<file path="config.mk">
export PLATFORM = sky130hd
export DESIGN_NAME = mod_n_updown_counter_flat
export DESIGN_NICKNAME = d
export VERILOG_FILES = /design/src/rtl/mod_n_updown_counter_if.sv /design/src/rtl/mod_n_updown_counter.sv /design/src/flat_wrapper.sv
export SDC_FILE = /design/constraint.sdc
export NUM_CORES = 1
export LEC_CHECK = 0
export ABC_CLOCK_PERIOD_IN_PS = 3410
export CAP_MARGIN = 40
export CORE_AREA = 3 3 40 42
export DETAILED_ROUTE_END_ITERATION = 10
export DIE_AREA = 0 0 43 45
export PLACE_DENSITY = 0.59
export SLEW_MARGIN = 20
export SYNTH_ARGS = -nofsm -noshare
export SYNTH_HDL_FRONTEND = slang
export SYNTH_SLANG_ARGS = --single-unit
</file>
<file path="constraint.sdc">
create_clock -name clk -period 3.41 [get_ports clk]
set_input_delay 0.8525 -clock clk [delete_from_list [all_inputs] [get_ports clk]]
set_output_delay 0.8525 -clock clk [all_outputs]
set_load 0.01 [all_outputs]
</file>
<file path="src/rtl/mod_n_updown_counter_if.sv">
// Control/status bundle for mod_n_updown_counter: the master drives the
// count controls, the slave (the counter) returns count, terminal count and overflow.
interface mod_n_updown_counter_if #(
   parameter int WIDTH = 4
);
   logic             en;
   logic             up_dn;
   logic             load;
   logic [WIDTH-1:0] load_val;
   logic [WIDTH-1:0] q;
   logic             tc;
   logic             ovf;

   modport master (
      output en, up_dn, load, load_val,
      input  q, tc, ovf
   );

   modport slave (
      input  en, up_dn, load, load_val,
      output q, tc, ovf
   );
endinterface

</file>
<file path="src/rtl/mod_n_updown_counter.sv">
// Fully synchronous modulo-N up/down counter with parallel load, terminal
// count, sticky overflow/underflow flag and optional saturation at the limits.
module mod_n_updown_counter #(
   parameter int WIDTH     = 4,
   parameter int MOD_VALUE = 16,
   parameter int SATURATE  = 0
) (
   input logic                  clk,
   input logic                  reset,
   mod_n_updown_counter_if.slave bus
);

   if (MOD_VALUE < 2 || MOD_VALUE > 2**WIDTH) begin : g_bad_mod
      $error("mod_n_updown_counter: MOD_VALUE must satisfy 2 <= MOD_VALUE <= 2**WIDTH");
   end

   localparam logic [WIDTH-1:0] MAX = WIDTH'(MOD_VALUE - 1);

   logic [WIDTH-1:0] q_r;
   logic             ovf_r;
   logic             tc;
   logic [WIDTH-1:0] load_clamped;

   // tc flags the edge on which the count crosses (or sticks at) a limit.
   assign tc = bus.en & ((bus.up_dn & (q_r == MAX)) | (~bus.up_dn & (q_r == '0)));

   assign load_clamped = (bus.load_val > MAX) ? MAX : bus.load_val;

   always_ff @(posedge clk) begin
      if (reset) begin
         q_r   <= '0;
         ovf_r <= 1'b0;
      end else if (bus.load) begin
         q_r   <= load_clamped;
         ovf_r <= 1'b0;
      end else if (bus.en) begin
         if (tc) begin
            ovf_r <= 1'b1;
            if (SATURATE == 0) begin
               q_r <= bus.up_dn ? '0 : MAX;
            end
         end else if (bus.up_dn) begin
            q_r <= q_r + 1'b1;
         end else begin
            q_r <= q_r - 1'b1;
         end
      end
   end

   assign bus.q   = q_r;
   assign bus.tc  = tc;
   assign bus.ovf = ovf_r;

endmodule

</file>
<file path="src/flat_wrapper.sv">
// flat-port wrapper written by rule: the top's interface ports become plain ports
module mod_n_updown_counter_flat 
#(
   parameter int WIDTH     = 4,
   parameter int MOD_VALUE = 16,
   parameter int SATURATE  = 0
)
  (clk, reset, bus_en, bus_up_dn, bus_load, bus_load_val, bus_q, bus_tc, bus_ovf);
  mod_n_updown_counter_if #(.WIDTH(WIDTH)) bus_i ();
  input logic clk;
  input logic reset;
  input wire logic [$bits(bus_i.en)-1:0] bus_en;
  input wire logic [$bits(bus_i.up_dn)-1:0] bus_up_dn;
  input wire logic [$bits(bus_i.load)-1:0] bus_load;
  input wire logic [$bits(bus_i.load_val)-1:0] bus_load_val;
  output wire logic [$bits(bus_i.q)-1:0] bus_q;
  output wire logic [$bits(bus_i.tc)-1:0] bus_tc;
  output wire logic [$bits(bus_i.ovf)-1:0] bus_ovf;
  assign bus_i.en = bus_en;
  assign bus_i.up_dn = bus_up_dn;
  assign bus_i.load = bus_load;
  assign bus_i.load_val = bus_load_val;
  assign bus_q = bus_i.q;
  assign bus_tc = bus_i.tc;
  assign bus_ovf = bus_i.ovf;
  mod_n_updown_counter #(.WIDTH(WIDTH), .MOD_VALUE(MOD_VALUE), .SATURATE(SATURATE)) u_core (.clk(clk), .reset(reset), .bus(bus_i));
endmodule
</file>
==> impl_metrics.tcl <==
set metrics [dict create \
    route.detailed.drc 0 \
    cp-start-kind "input port" \
    crit_buf_inv 2 \
    yosys.area.top_type_share_pct 27.9 \
    clockBufferDepth 2 \
    wirelength_um 860 \
    antenna_found_initial 0 \
    rows 13 \
    clkLatencyLatePin_ps 240 \
    cts_tree "yes" \
    crit_chain "clkdlybuf4s50_1 > or4_4 > nor2_1 > o21a_1 > dlymetal6s2s_1" \
    fill_cells 142 \
    grt_usage_pct 10.3 \
    grt_overflow_total 0 \
    synth_fa_ha_area_share_pct 12.5 \
    grt_pass1_vias 359 \
    p_leak_nw 0.276 \
    drtIter0Drc 4 \
    setup_violations 0 \
    yosys.area_share.simple_pct 20.6 \
    whs_path_depth 1 \
    worstPathRequired_ps 2560 \
    synth_compound_area_share_pct 27.2 \
    wl_per_cell_um 11.2 \
    ys_warn_count 0 \
    first_pass_iters 3 \
    fmax_mhz 337 \
    place_area_um2 541 \
    placed_cells 73 \
    yosysSeqAreaShare_pct 27.9 \
    ant_nets 0 \
    relSlewSlack_pct 77.3 \
    postCtsSetupRepairBufs 0 \
    fin_setup_tns_ps 0 \
    utilization_pct 44.3 \
    die_x_um 43 \
    drv_slew 0 \
    fin_worst_skew_ps 3.54 \
    period_share_pct 87.1 \
    end_kind "output pin" \
    core_area_um2 1280 \
    post-route-min-period_ps 2970 \
    cts.sinks 5 \
    syn_area_per_cell_um2 8.76 \
    htree_levels 1 \
    synth_mux_area_share_pct 0 \
    start_util_pct 27.9 \
    cts.clk_slew.worst_paths_ps 40 \
    numCtsBuffers 3 \
    ir_worst_vdd_mv 0.205 \
    setup.worst_path.class "in -> out" \
    vias 369 \
    antenna_cells 0 \
    r2r_slack_ps 1810 \
    yosys.area.top_type "dfxtp_1" \
    grt_use_met3_pct 2.79 \
    finalInstanceArea_um2 569 \
    r2r_start "u_core.bus.q[0]" \
    critical_path.top_delay_family "buffers and inverters" \
    synthCells 41 \
    area_growth_syn_to_layout_pct 58.5 \
    yosys_most_used_dff "dfxtp_1" \
    ys_seq_elements 5 \
    port_buffers 14 \
    holdCritStartpoint "u_core.bus.ovf" \
    reg2reg_depth 5 \
    synth-edff-count 0 \
    gp_congestion 0.685 \
    path_max_fanout 2 \
    timing.final.ws_setup_ps 440 \
    worst_path_largest_cell_delay_ps 420 \
    whs_ps 476 \
    syn_area_um2 359 \
    vias_per_cell 4.79 \
    met1_usage_pct 13.3 \
    power_density_nw_per_um2 361 \
    grt_busiest_layer "met2" \
    power_mw 0.205 \
    layoutNonFillerInstCount 77 \
    grt_max_degree 8 \
    synth_top_family_by_area "compound AO/OA/AOI/OAI gates" \
    synth_commonest_cells "a21oi_1 (5), dfxtp_1 (5), nor2_1 (5)" \
    final-hold-violation-count 0 \
    synth_xor_area_share_pct 9.76 \
    hold_end "u_core.bus.ovf" \
    yosys-top-cells-area "dfxtp_1 (28%), a21oi_1 (7.0%), ha_1 (7.0%), fa_1 (5.6%), nor2_1 (5.2%)" \
    cp.arrival_ps 2120 \
    grt_pass1_wl_mm 1.46 \
    place_ws_ps 58.3 \
    die_h_um 45 \
    r2r_end "u_core.bus.q[2]" \
    layout.nets 75 \
    synth_nets 53 \
    async_flop_share_pct 0 \
    synth_cell_types 20 \
    root_buffer "clkbuf_4" \
    drive_above_1_share_pct 16.1 \
    max-cap-violations 0 \
    holdCritPathClass "reg -> reg" \
    cts_hold_buffers 0 \
    use_met2_pct 14.7 \
    place_hpwl_um 684 \
    dieArea_um2 1940 \
    ios 15 \
    worst_slew_pin_slew_ps 340 \
    rsz0062_at_grt "false" \
    slowest_stage "clkdlybuf4s50_1" \
    outcome "completed" \
]
what timing repair did:
item                       4_1_cts  5_1_grt
setup endpoints to repair        0        1
hold endpoints to repair         0        0
gates resized for setup          0        1
flip-flops by register name, summed over array words and instances, names as in the netlist:
register and count:
u_core.bus.ovf 1, u_core.bus.q 4
where the power goes:
part           switching, mW  internal [mW]
Combinational         0.0259         0.0398
Clock                 0.0229         0.0442
Sequential           0.00876         0.0638
Total                 0.0576          0.148
placed cells by master (no fill, tap or decap):
cell and instances:
clkbuf_4 3, or4_4 1, nand3_1 1, or2_2 2, clkbuf_1 1, xor2_1 2
or3_1 1, nor2_1 5, a21o_1 2, fa_1 1, dfxtp_1 5, o21a_1 1
nand2_1 2, o22ai_1 1, a21oi_1 5, dlymetal6s2s_1 1, clkdlybuf4s50_1 13, ha_1 2
buf_4 3, xnor2_1 2, o32ai_1 2, inv_1 2, o21ai_4 1, and3_1 2
o21ba_1 1
logic make-up (layout without fill, tap and decap cells):
kind of cell,count (synthesis),in the layout
xor gates and xnor gates,4,4
DFF,5,5
buffers and inverters,2,23
AOI/OAI and AO/OA,13,13
adders and majority gates,3,3
and+or+nand+nor,14,14
metal layers:
| metal | vias up | share of wire (%) |
|---|---|---|
| li1 | 190 | - |
| met1 | 164 | 47 |
| met2 | 13 | 44 |
| met3 | 2 | 7.1 |
| met4 | 0 | 1.7 |
| met5 | - | 0 |
final cells by class:
class	instances	area, um2	area share [%]
repair buffers	17	165	29.0
well taps	15	18.8	3.30
flip-flops and latches	5	100	17.6
multi-input cells	34	251	44.2
clock buffers	4	26.3	4.62
inverters	2	7.51	1.32
worst max-delay path by stage:
stage | from | endpoint | slack, ps | depth (start not counted)
2_1_floorplan | bus_up_dn | bus_tc | 1000 | 3
4_1_cts | bus_up_dn | bus_tc | 50 | 5
5_1_grt | bus_up_dn | bus_tc | 370 | 5
3_3_place_gp | bus_up_dn | bus_tc | 70 | 5
6_report | bus_up_dn | bus_tc | 440 | 5
3_5_place_dp | bus_up_dn | bus_tc | 60 | 5
Note: power is estimated with default switching activity, not from simulation.
